<file path="config.mk">
export PLATFORM = sky130hd
export DESIGN_NAME = seg_scan_decoder_flat
export DESIGN_NICKNAME = d
export VERILOG_FILES = /design/src/rtl/seg_scan_decoder_if.sv /design/src/rtl/seg_scan_decoder.sv /design/src/flat_wrapper.sv
export SDC_FILE = /design/constraint.sdc
export NUM_CORES = 1
export LEC_CHECK = 0
export CORE_UTILIZATION = 33
export CTS_CLUSTER_DIAMETER = 50
export DETAILED_ROUTE_END_ITERATION = 8
export PLACE_DENSITY = 0.58
export SETUP_SLACK_MARGIN = 0.1
export SKIP_CTS_REPAIR_TIMING = 1
export SLEW_MARGIN = 20
export SYNTH_ARGS = -nofsm -noshare
export SYNTH_HDL_FRONTEND = slang
export SYNTH_SLANG_ARGS = --single-unit
</file>
<file path="constraint.sdc">
create_clock -name clk -period 6.75 [get_ports clk]
set_clock_uncertainty 0.15 [all_clocks]
set_input_delay 0.675 -clock clk [delete_from_list [all_inputs] [get_ports clk]]
set_output_delay 0.675 -clock clk [all_outputs]
set_load 0.01 [all_outputs]
</file>
<file path="src/rtl/seg_scan_decoder_if.sv">
// Seven-segment scan bus plus the decoded-frame outputs of seg_scan_decoder.
// master: the side driving an/seg and consuming the decoded frame (bench / top level).
// slave:  the decoder itself.
interface seg_scan_decoder_if;
    logic [7:0]  an;
    logic [7:0]  seg;
    logic [31:0] value;
    logic        frame_valid;
    logic [15:0] frame_cnt;
    logic        digit_err;
    logic [7:0]  dp;

    modport master (
        output an,
        output seg,
        input  value,
        input  frame_valid,
        input  frame_cnt,
        input  digit_err,
        input  dp
    );

    modport slave (
        input  an,
        input  seg,
        output value,
        output frame_valid,
        output frame_cnt,
        output digit_err,
        output dp
    );
endinterface

</file>
<file path="src/rtl/seg_scan_decoder.sv">
// Receiver for a multiplexed 8-digit seven-segment bus (active-low an/seg).
// Debounces each scanned slot, decodes the segment pattern to a hex nibble and
// reassembles complete 8-digit frames into a 32-bit word with a one-cycle strobe.
// Optional feature macro: SEG_DECODE_DP_EN (track decimal points; otherwise seg[7]
// is ignored and dp is tied to 0).
module seg_scan_decoder #(
    parameter int unsigned STABLE_CYCLES = 4
) (
    input logic             clk,
    input logic             rst,
    seg_scan_decoder_if.slave bus
);

    localparam logic [7:0] StableCnt = 8'(STABLE_CYCLES);

`ifdef SEG_DECODE_DP_EN
    localparam logic [15:0] IgnoreBits = 16'h0000;
`else
    // Forcing seg[7] high keeps dp out of the stability compare.
    localparam logic [15:0] IgnoreBits = 16'h0080;
`endif

    // Returns {valid, nibble} for a 7-bit active-low segment pattern.
    function automatic logic [4:0] seg_decode(input logic [6:0] s);
        logic [4:0] r;
        case (s)
            7'h40:   r = {1'b1, 4'h0};
            7'h79:   r = {1'b1, 4'h1};
            7'h24:   r = {1'b1, 4'h2};
            7'h30:   r = {1'b1, 4'h3};
            7'h19:   r = {1'b1, 4'h4};
            7'h12:   r = {1'b1, 4'h5};
            7'h02:   r = {1'b1, 4'h6};
            7'h78:   r = {1'b1, 4'h7};
            7'h00:   r = {1'b1, 4'h8};
            7'h10:   r = {1'b1, 4'h9};
            7'h08:   r = {1'b1, 4'hA};
            7'h03:   r = {1'b1, 4'hB};
            7'h46:   r = {1'b1, 4'hC};
            7'h21:   r = {1'b1, 4'hD};
            7'h06:   r = {1'b1, 4'hE};
            7'h0E:   r = {1'b1, 4'hF};
            default: r = {1'b0, 4'h0};
        endcase
        return r;
    endfunction

    logic [15:0] smp_q, smp_d;
    logic [7:0]  cnt_q, cnt_d;
    logic [7:0]  mask_q, mask_d;
    logic [31:0] shadow_q, shadow_d;
    logic [31:0] value_q, value_d;
    logic        frame_valid_q, frame_valid_d;
    logic [15:0] frame_cnt_q, frame_cnt_d;
    logic        digit_err_q, digit_err_d;
    logic [7:0]  dp_shadow_q, dp_shadow_d;
    logic [7:0]  dp_q, dp_d;

    logic [15:0] sample;
    logic        changed;
    logic        capture;
    logic [3:0]  zero_cnt;
    logic [2:0]  slot;
    logic [4:0]  dec;

    // Count selected anodes and find the selected slot index.
    always_comb begin
        zero_cnt = 4'd0;
        slot     = 3'd0;
        for (int i = 0; i < 8; i++) begin
            if (!bus.an[i]) begin
                zero_cnt = zero_cnt + 4'd1;
                slot     = 3'(i);
            end
        end
    end

    // Stability window, segment decode and frame assembly.
    always_comb begin
        sample  = {bus.an, bus.seg} | IgnoreBits;
        changed = (sample != smp_q);
        dec     = seg_decode(bus.seg[6:0]);

        smp_d         = sample;
        mask_d        = mask_q;
        shadow_d      = shadow_q;
        value_d       = value_q;
        frame_valid_d = 1'b0;
        frame_cnt_d   = frame_cnt_q;
        digit_err_d   = 1'b0;
        dp_shadow_d   = dp_shadow_q;
        dp_d          = dp_q;

        if (changed) begin
            cnt_d = 8'd1;
        end else if (cnt_q == StableCnt) begin
            cnt_d = cnt_q;
        end else begin
            cnt_d = cnt_q + 8'd1;
        end

        // Fires once per window: either the count just arrived at the limit, or
        // (STABLE_CYCLES == 1) a new pattern restarted an already-saturated counter.
        capture = (cnt_d == StableCnt) && (changed || (cnt_q != StableCnt));

        if (capture && (zero_cnt != 4'd0)) begin
            if ((zero_cnt > 4'd1) || !dec[4]) begin
                digit_err_d = 1'b1;
            end else begin
                shadow_d[{slot, 2'b00} +: 4] = dec[3:0];
                mask_d                       = mask_q | (8'b1 << slot);
                dp_shadow_d[slot]            = ~bus.seg[7];
                if (mask_d == 8'hFF) begin
                    value_d       = shadow_d;
                    dp_d          = dp_shadow_d;
                    frame_valid_d = 1'b1;
                    frame_cnt_d   = frame_cnt_q + 16'd1;
                    mask_d        = 8'h00;
                end
            end
        end
    end

    // State registers with synchronous reset.
    always_ff @(posedge clk) begin
        if (rst) begin
            smp_q         <= 16'hFFFF;
            cnt_q         <= 8'd0;
            mask_q        <= 8'h00;
            shadow_q      <= 32'h0;
            value_q       <= 32'h0;
            frame_valid_q <= 1'b0;
            frame_cnt_q   <= 16'h0;
            digit_err_q   <= 1'b0;
            dp_shadow_q   <= 8'h00;
            dp_q          <= 8'h00;
        end else begin
            smp_q         <= smp_d;
            cnt_q         <= cnt_d;
            mask_q        <= mask_d;
            shadow_q      <= shadow_d;
            value_q       <= value_d;
            frame_valid_q <= frame_valid_d;
            frame_cnt_q   <= frame_cnt_d;
            digit_err_q   <= digit_err_d;
            dp_shadow_q   <= dp_shadow_d;
            dp_q          <= dp_d;
        end
    end

    assign bus.value       = value_q;
    assign bus.frame_valid = frame_valid_q;
    assign bus.frame_cnt   = frame_cnt_q;
    assign bus.digit_err   = digit_err_q;
`ifdef SEG_DECODE_DP_EN
    assign bus.dp          = dp_q;
`else
    assign bus.dp          = 8'h00;
`endif

endmodule

</file>
<file path="src/flat_wrapper.sv">
// flat-port wrapper written by rule: the top's interface ports become plain ports
module seg_scan_decoder_flat 
#(
    parameter int unsigned STABLE_CYCLES = 4
)
  (clk, rst, bus_an, bus_seg, bus_value, bus_frame_valid, bus_frame_cnt, bus_digit_err, bus_dp);
  seg_scan_decoder_if bus_i ();
  input logic clk;
  input logic rst;
  input wire logic [$bits(bus_i.an)-1:0] bus_an;
  input wire logic [$bits(bus_i.seg)-1:0] bus_seg;
  output wire logic [$bits(bus_i.value)-1:0] bus_value;
  output wire logic [$bits(bus_i.frame_valid)-1:0] bus_frame_valid;
  output wire logic [$bits(bus_i.frame_cnt)-1:0] bus_frame_cnt;
  output wire logic [$bits(bus_i.digit_err)-1:0] bus_digit_err;
  output wire logic [$bits(bus_i.dp)-1:0] bus_dp;
  assign bus_i.an = bus_an;
  assign bus_i.seg = bus_seg;
  assign bus_value = bus_i.value;
  assign bus_frame_valid = bus_i.frame_valid;
  assign bus_frame_cnt = bus_i.frame_cnt;
  assign bus_digit_err = bus_i.digit_err;
  assign bus_dp = bus_i.dp;
  seg_scan_decoder #(.STABLE_CYCLES(STABLE_CYCLES)) u_core (.clk(clk), .rst(rst), .bus(bus_i));
endmodule
</file>
==> results of run 1 <==
metal layers:
| metal | routed length (um) | GRT usage [%] | up-vias | share of wire [%] |
|---|---|---|---|---|
| met4 | 128 | 4.561 | 0 | 0.83 |
| met1 | 7430 | 21.62 | 2498 | 48 |
| met2 | 7386 | 27.62 | 83 | 48 |
| li1 | - | - | 2717 | - |
| met3 | 521 | 4.075 | 10 | 3.4 |
| met5 | 0 | 0 | - | 0 |
cell families after synthesis:
kind of cell    Yosys count
compound gates          155
xor+xnor                 39
fa+ha+maj                16
buf+inv                  78
flops                   113
mux                      31
other cells               1
simple gates            303
cell type report:
| class | count | area (sq um) |
|---|---|---|
| fill | 1802 | 10580 |
| multi-input combinational | 552 | 3617 |
| sequential | 113 | 2262 |
| timing repair buffer | 87 | 825.8 |
| clock buffer | 22 | 484.2 |
| tap | 229 | 286.5 |
| inverter | 25 | 93.84 |
| clock inverter | 8 | 57.56 |
state kept, by name, summed over array words and instances (netlist names):
signal and cells:
u_core.bus.digit_err 1, u_core.bus.frame_cnt 16, u_core.bus.frame_valid 1, u_core.bus.value 32
u_core.cnt_q 8, u_core.mask_q 8, u_core.shadow_q 32, u_core.smp_q 15
worst min-delay path, delay by kind of cell, from the launching register on:
kind               cells  cell delay (ns)
DFF                    1             0.30
and+or+nand+nor        1             0.05
AOI/OAI and AO/OA      1             0.05
through the flow:
stage / setup slack, ns / instance area [sq um] / hold slack, ns
2_1_floorplan: 1.282 / 6227 / 0.2796
3_5_place_dp: 0.2504 / 7086 / 0.2937
5_1_grt: 0.2034 / 7627 / 0.3184
3_3_place_gp: 0.3157 / 7086 / 0.2920
4_1_cts: 0.6593 / 7627 / 0.3038
6_report: 0.6620 / 7627 / 0.3005
final timing paths:
kind                                     startpoint  depth (start not counted)                                    end  slack [ns]
setup reg to reg         u_core.cnt_q[0]$_SDFF_PP0_                         10       u_core.shadow_q[19]$_SDFFE_PP0P_        3.53
hold / removal    u_core.bus.value[23]$_SDFFE_PP0P_                          2      u_core.bus.value[23]$_SDFFE_PP0P_        0.30
hold reg to reg   u_core.bus.value[23]$_SDFFE_PP0P_                          2      u_core.bus.value[23]$_SDFFE_PP0P_        0.30
setup / recovery                          bus_an[0]                         27  u_core.bus.frame_cnt[10]$_SDFFE_PP0P_        0.66
synth_stat cells, types with 11 or more instances:
| cell type | number | area share [%] |
|---|---|---|
| a21oi_1 | 53 | 4.3 |
| a31oi_1 | 11 | 1.1 |
| and3_1 | 17 | 1.7 |
| buf_2 | 16 | 1.3 |
| clkbuf_1 | 19 | 1.2 |
| dfxtp_1 | 113 | 36 |
| ha_1 | 16 | 3.2 |
| inv_1 | 24 | 1.5 |
| mux2i_1 | 25 | 4.0 |
| nand2_1 | 94 | 5.7 |
| nand2b_1 | 25 | 2.5 |
| nand3_1 | 22 | 1.8 |
| nor2_1 | 44 | 2.7 |
| nor2b_1 | 15 | 1.5 |
| nor3_1 | 15 | 1.2 |
| o211ai_1 | 25 | 3.0 |
| o21ai_0 | 13 | 1.0 |
| or2_2 | 16 | 1.6 |
| xnor2_1 | 17 | 2.4 |
| xor2_1 | 17 | 2.4 |
report_power, final:
| part | total [uW] | switching, uW | internal, uW |
|---|---|---|---|
| clock network | 817 | 315 | 502 |
| logic | 228 | 133 | 95.8 |
| registers | 675 | 2.31 | 673 |
==> impl_metrics.json, run 1 <==
{
  "overflow": 0,
  "min_period_ns": 6.088,
  "fin_crit_sh_pct": 90.19,
  "die_area_sq_mm": 0.01934,
  "postLayoutCoreUtil_pct": 41.89,
  "synth-edff-count": 0,
  "dr.pass1.iters": 7,
  "ctsHtreeMaxLevel": 4,
  "grt_pass1_wl_um": 25720,
  "core_region_area_sq_mm": 0.01821,
  "layout_commonest_cell": "dfxtp_1",
  "fp-row-count": 49,
  "nets": 830,
  "status": "finished, violations left",
  "pwr_density_cell_mw_per_mm2": 225.6,
  "critical_path_class": "primary input to register",
  "max_freq_mhz": 164.3,
  "relSlewSlack_pct": 34.87,
  "grt_pass1_vias": 4939,
  "die_x_um": 139.1,
  "final-setup-viol-count": 0,
  "critPathCaptureType": "register",
  "diodes": 0,
  "synth_seq_area_share_pct": 36.48,
  "yosys.area_share.simple_pct": 25.40,
  "synth.avg_cell_area_sq_um": 8.425,
  "gp_congestion": 0.7982,
  "cp_data_required_time_ns": 6.94,
  "maxSlewViolCount": 0,
  "cts_tree": "done",
  "worst_path_max_delay_cell": "or4_1",
  "crit_buf_inv": 4,
  "p_leak_uw": 0.002768,
  "synth-warning-count": 0,
  "drt-total-wl_um": 15470,
  "path_max_fanout": 20,
  "drive_gt1_share_pct": 11.15,
  "cap_violations": 0,
  "synth_top_family_by_area": "simple AND/OR/NAND/NOR gates",
  "io_buffers": 66,
  "dp.final_hpwl_um": 10610,
  "syn2layout_area_growth_pct": 23.00,
  "die_h_um": 139.1,
  "ir_drop_v": 0.0001785,
  "place_inst": 1006,
  "async_reset_ff_share_pct": 0,
  "initial_core_util_pct": 34.05,
  "violations": "DRC",
  "synth_area_sq_mm": 0.006201,
  "total_power_uw": 1720,
  "cpMostUsedCell": "ha_1",
  "hold_viol": 0,
  "vias_per_cell": 5.124,
  "num_vias": 5308,
  "hp-class": "register to register",
  "clockRootBuffer": "clkbuf_16",
  "cts_buffer_depth": 2,
  "worst-slew-pin-transition_ns": 0.9769,
  "final_antenna_net_count": 0,
  "antenna_found_initial": 0,
  "synth_xor_area_share_pct": 6.800,
  "grt_max_degree": 48,
  "wire_per_inst_um": 14.93,
  "synthDistinctLibCells": 69,
  "max_stage_delay_ns": 0.61,
  "worstPathArrival_ns": 6.28,
  "rsz0062_at_grt": "false",
  "synth_cells": 736,
  "layout_common_cells": "dfxtp_1 (113), nand2_1 (94), clkdlybuf4s50_1 (65)",
  "clk_latency_ns": 0.42,
  "clk_pin_slew_ns": 0.05,
  "synth_compound_area_share_pct": 16.89,
  "cts_buffers": 17,
  "crit_family": "simple AND/OR/NAND/NOR gates",
  "clkSinkCount": 113,
  "drt_iter0_drc": 313,
  "synthAdderAreaFrac_pct": 3.228,
  "fin_tns_setup_ns": 0,
  "instances_no_fill": 1036,
  "grt_use_total_pct": 16.71,
  "pin_count": 76,
  "synth_seq_cells": 113,
  "synthFlopType": "dfxtp_1",
  "drc": 6,
  "start_kind": "primary input",
  "synth_mux_area_share_pct": 5.125
}
No activity file was read; power rests on OpenSTA's default activity.
==> inputs of run 2 (changes only) <==
GPL_TIMING_DRIVEN = 0   (was not set)
RECOVER_POWER = 25   (was not set)
==> impl_metrics.json, run 2 (synthesis results as in run 1) <==
{
  "maxSlewViolCount": 0,
  "die_area_sq_mm": 0.01934,
  "final_antenna_net_count": 0,
  "placed_area_sq_mm": 0.007114,
  "whs_path_depth": 2,
  "clk_latency_ns": 0.41,
  "pwr_density_cell_mw_per_mm2": 236.4,
  "rr_worst_depth": 11,
  "postLayoutCoreUtil_pct": 42.49,
  "critPathCaptureType": "register",
  "grt_use_total_pct": 17.70,
  "dp.final_hpwl_um": 11950,
  "critical_path_class": "primary input to register",
  "initial_core_util_pct": 34.05,
  "die_x_um": 139.1,
  "drt_iter0_drc": 380,
  "cts_buffers": 17,
  "drt-total-wl_um": 16340,
  "hold_viol": 0,
  "final-setup-viol-count": 0,
  "worst_path_max_delay_cell": "clkdlybuf4s50_1",
  "rsz0062_at_grt": "false",
  "overflow": 0,
  "vias_per_cell": 5.086,
  "layout_common_cells": "dfxtp_1 (113), nand2_1 (94), a21oi_1 (53)",
  "drc": 5,
  "die_h_um": 139.1,
  "nets": 856,
  "instances_no_fill": 1063,
  "clockRootBuffer": "clkbuf_16",
  "drive_gt1_share_pct": 11.87,
  "cts_buffer_depth": 2,
  "layout_commonest_cell": "dfxtp_1",
  "multi_input_area_sq_mm": 0.003598,
  "gp_congestion": 0.8328,
  "cp_data_required_time_ns": 6.90,
  "min_period_ns": 6.188,
  "clkSinkCount": 113,
  "syn2layout_area_growth_pct": 24.78,
  "seqCellArea_sq_mm": 0.002262,
  "cts_tree": "done",
  "violations": "DRC",
  "ctsHtreeMaxLevel": 4,
  "fillers": 1835,
  "status": "finished, violations left",
  "worstPathArrival_ns": 6.34,
  "path_depth": 28,
  "clk_pin_slew_ns": 0.05,
  "io_buffers": 60,
  "path_max_fanout": 10,
  "max_freq_mhz": 161.6,
  "crit_buf_inv": 5,
  "grt_max_degree": 17,
  "total_power_uw": 1829,
  "grt_pass1_vias": 5202,
  "core_region_area_sq_mm": 0.01821,
  "cpMostUsedCell": "ha_1",
  "place_inst": 1032,
  "fp-row-count": 49,
  "p_leak_uw": 0.002961,
  "relSlewSlack_pct": 27.54,
  "fin_crit_sh_pct": 91.67,
  "ir_drop_v": 0.0001988,
  "antenna_found_initial": 0,
  "wire_per_inst_um": 15.37,
  "final_area_sq_mm": 0.007737,
  "dr.pass1.iters": 9,
  "max_stage_delay_ns": 0.51,
  "cap_violations": 0,
  "fin_tns_setup_ns": 0,
  "start_kind": "primary input",
  "hp-class": "register to register",
  "num_vias": 5406,
  "worst-slew-pin-transition_ns": 1.087,
  "crit_family": "compound AO/OA/AOI/OAI gates",
  "pin_count": 76,
  "grt_pass1_wl_um": 27260,
  "diodes": 0
}
[run 2: final timing paths]
path	to	slack, ns	start
hold reg to reg	u_core.bus.value[7]$_SDFFE_PP0P_	0.30	u_core.bus.value[7]$_SDFFE_PP0P_
setup / recovery	u_core.shadow_q[30]$_SDFFE_PP0P_	0.56	bus_an[1]
hold / removal	u_core.bus.value[7]$_SDFFE_PP0P_	0.30	u_core.bus.value[7]$_SDFFE_PP0P_
setup reg to reg	u_core.shadow_q[30]$_SDFFE_PP0P_	3.36	u_core.cnt_q[0]$_SDFF_PP0_
[run 2: layout make-up]
cell class,instances,share of cell area [%]
Buffer,53,3.638
Clock buffer,22,6.258
Clock inverter,9,1.682
Inverter,25,1.213
Multi-Input combinational cell,552,46.51
Sequential cell,113,29.24
Tap cell,229,3.703
Timing Repair Buffer,60,7.762
[run 2: power by group]
part	switching, uW	internal (uW)
Clock	311	615
Sequential	2.37	673
Combinational	134	93.6
Total	447	1380
[run 2: metrics by stage]
stage	hold slack (ns)	setup WS (ns)
6_report	0.2980	0.5621
5_1_grt	0.3144	0.1234
4_1_cts	0.3031	0.4046
3_5_place_dp	0.2921	-0.01323
3_3_place_gp	0.2899	0.002985
2_1_floorplan	0.2796	1.282
[run 2: metal layers]
metal | track usage [%] | up-vias | part of all wire (%)
met5 | 0 | - | 0
met4 | 6.023 | 0 | 1.8
met3 | 3.936 | 26 | 3.6
met2 | 28.84 | 104 | 47
met1 | 23.01 | 2489 | 48
li1 | - | 2787 | -
[run 2: tightest hold or removal path: stages (launching register included)]
cell	delay, ns
dfxtp_1	0.30
nand2_1	0.05
a21oi_1	0.05
==> inputs of run 3 (changes only) <==
RECOVER_POWER = not set   (was 25)
==> impl_metrics.json, run 3 (synthesis results as in run 1) <==
{
  "ir_drop_v": 0.0001993,
  "placed_area_sq_mm": 0.007114,
  "ctsHtreeMaxLevel": 4,
  "diodes": 0,
  "overflow": 0,
  "final_area_sq_mm": 0.007737,
  "clk_latency_ns": 0.41,
  "pin_count": 76,
  "hp-class": "register to register",
  "critPathCaptureType": "register",
  "die_x_um": 139.1,
  "drc": 5,
  "num_vias": 5437,
  "postLayoutCoreUtil_pct": 42.49,
  "cts_tree": "done",
  "gr-usage-met1_pct": 23.01,
  "critical_path_class": "primary input to register",
  "status": "finished, violations left",
  "drt_iter0_drc": 388,
  "final-setup-viol-count": 0,
  "clk_pin_slew_ns": 0.05,
  "start_kind": "primary input",
  "ff2ff_setup_slack_ns": 3.36,
  "vias_per_cell": 5.115,
  "cts_buffer_depth": 2,
  "grt_max_degree": 17,
  "worstPathArrival_ns": 6.34,
  "path_max_fanout": 10,
  "gp_congestion": 0.8328,
  "initial_core_util_pct": 34.05,
  "clockRootBuffer": "clkbuf_16",
  "min_period_ns": 6.185,
  "syn2layout_area_growth_pct": 24.78,
  "cp_data_required_time_ns": 6.90,
  "cts_buffers": 17,
  "clkSinkCount": 113,
  "layout_commonest_cell": "dfxtp_1",
  "core_region_area_sq_mm": 0.01821,
  "antenna_found_initial": 0,
  "io_buffers": 60,
  "layout_common_cells": "dfxtp_1 (113), nand2_1 (94), clkdlybuf4s50_1 (60)",
  "fillers": 1835,
  "die_area_sq_mm": 0.01934,
  "hold_viol": 0,
  "drt-total-wl_um": 16360,
  "grt_pass1_vias": 5202,
  "fp-row-count": 49,
  "fin_crit_sh_pct": 91.62,
  "dr.pass1.iters": 8,
  "p_leak_uw": 0.002839,
  "nets": 856,
  "pwr_density_cell_mw_per_mm2": 236.4,
  "wire_per_inst_um": 15.39,
  "final_antenna_net_count": 0,
  "drive_gt1_share_pct": 11.87,
  "grt_busiest_layer": "met2",
  "dp.final_hpwl_um": 11950,
  "worst-slew-pin-transition_ns": 1.086,
  "maxSlewViolCount": 0,
  "die_h_um": 139.1,
  "grt_pass1_wl_um": 27260,
  "relSlewSlack_pct": 27.60,
  "cap_violations": 0,
  "met3_usage_pct": 3.936,
  "rsz0062_at_grt": "false",
  "met2_usage_pct": 28.84,
  "violations": "DRC",
  "max_freq_mhz": 161.7,
  "grt_use_total_pct": 17.70
}
-- run 3: power by group --
part           internal, uW  switching, uW  total, uW
Sequential              673           2.36        675
Combinational          93.7            134        228
Clock                   615            311        926
Total                  1380            447       1830
-- run 3: path summary, 6_finish.rpt --
path                                     from                          endpoint  cells after the start
min reg2reg  u_core.bus.value[7]$_SDFFE_PP0P_  u_core.bus.value[7]$_SDFFE_PP0P_                      2
max                                 bus_an[1]  u_core.shadow_q[30]$_SDFFE_PP0P_                     28
min          u_core.bus.value[7]$_SDFFE_PP0P_  u_core.bus.value[7]$_SDFFE_PP0P_                      2
max reg2reg        u_core.cnt_q[0]$_SDFF_PP0_  u_core.shadow_q[30]$_SDFFE_PP0P_                     11
-- run 3: critical path, cell delays in order --
cell and delay [ns]:
clkdlybuf4s50_1 0.51, inv_1 0.12, ha_1 0.25, nand2b_1 0.17, and2_1 0.16, ha_1 0.28
nor2b_1 0.17, a21oi_1 0.17, inv_1 0.06, ha_1 0.28, nor2_1 0.14, a21oi_1 0.06
ha_1 0.28, nor2_1 0.04, a21o_1 0.17, nor2_1 0.17, ha_1 0.27, nand2_1 0.07
o31a_1 0.15, inv_1 0.05, ha_1 0.17, xnor3_1 0.35, a32o_1 0.25, o41ai_1 0.19
a2111oi_4 0.44, buf_4 0.28, nand2_2 0.12, a31o_2 0.29
-- run 3: stage by stage --
step	setup TNS [ns]	hold slack [ns]	total power (uW)	worst slack [ns]	std cells
floorplan	0	0.2796	865.6	1.282	743
global placement	0	0.2899	914.7	0.002985	1032
global route	0	0.3176	1900	0.1234	1063
finish	0	0.3014	1829	0.5655	1063
detailed placement	-0.01323	0.2921	915.5	-0.01323	1032
CTS	0	0.3031	1842	0.4046	1063
-- run 3: cell type report --
cell class	count	area, sq um	area share (%)
Multi-Input combinational cell	552	3598	46.51
Sequential cell	113	2262	29.24
Timing Repair Buffer	60	600.6	7.762
Clock buffer	22	484.2	6.258
Tap cell	229	286.5	3.703
Buffer	53	281.5	3.638
Clock inverter	9	130.1	1.682
Inverter	25	93.84	1.213
-- run 3: metal layers --
metal	wire length, um	vias up
li1	-	2789
met1	7846	2516
met4	297	0
met2	7639	105
met5	0	-
met3	576	27
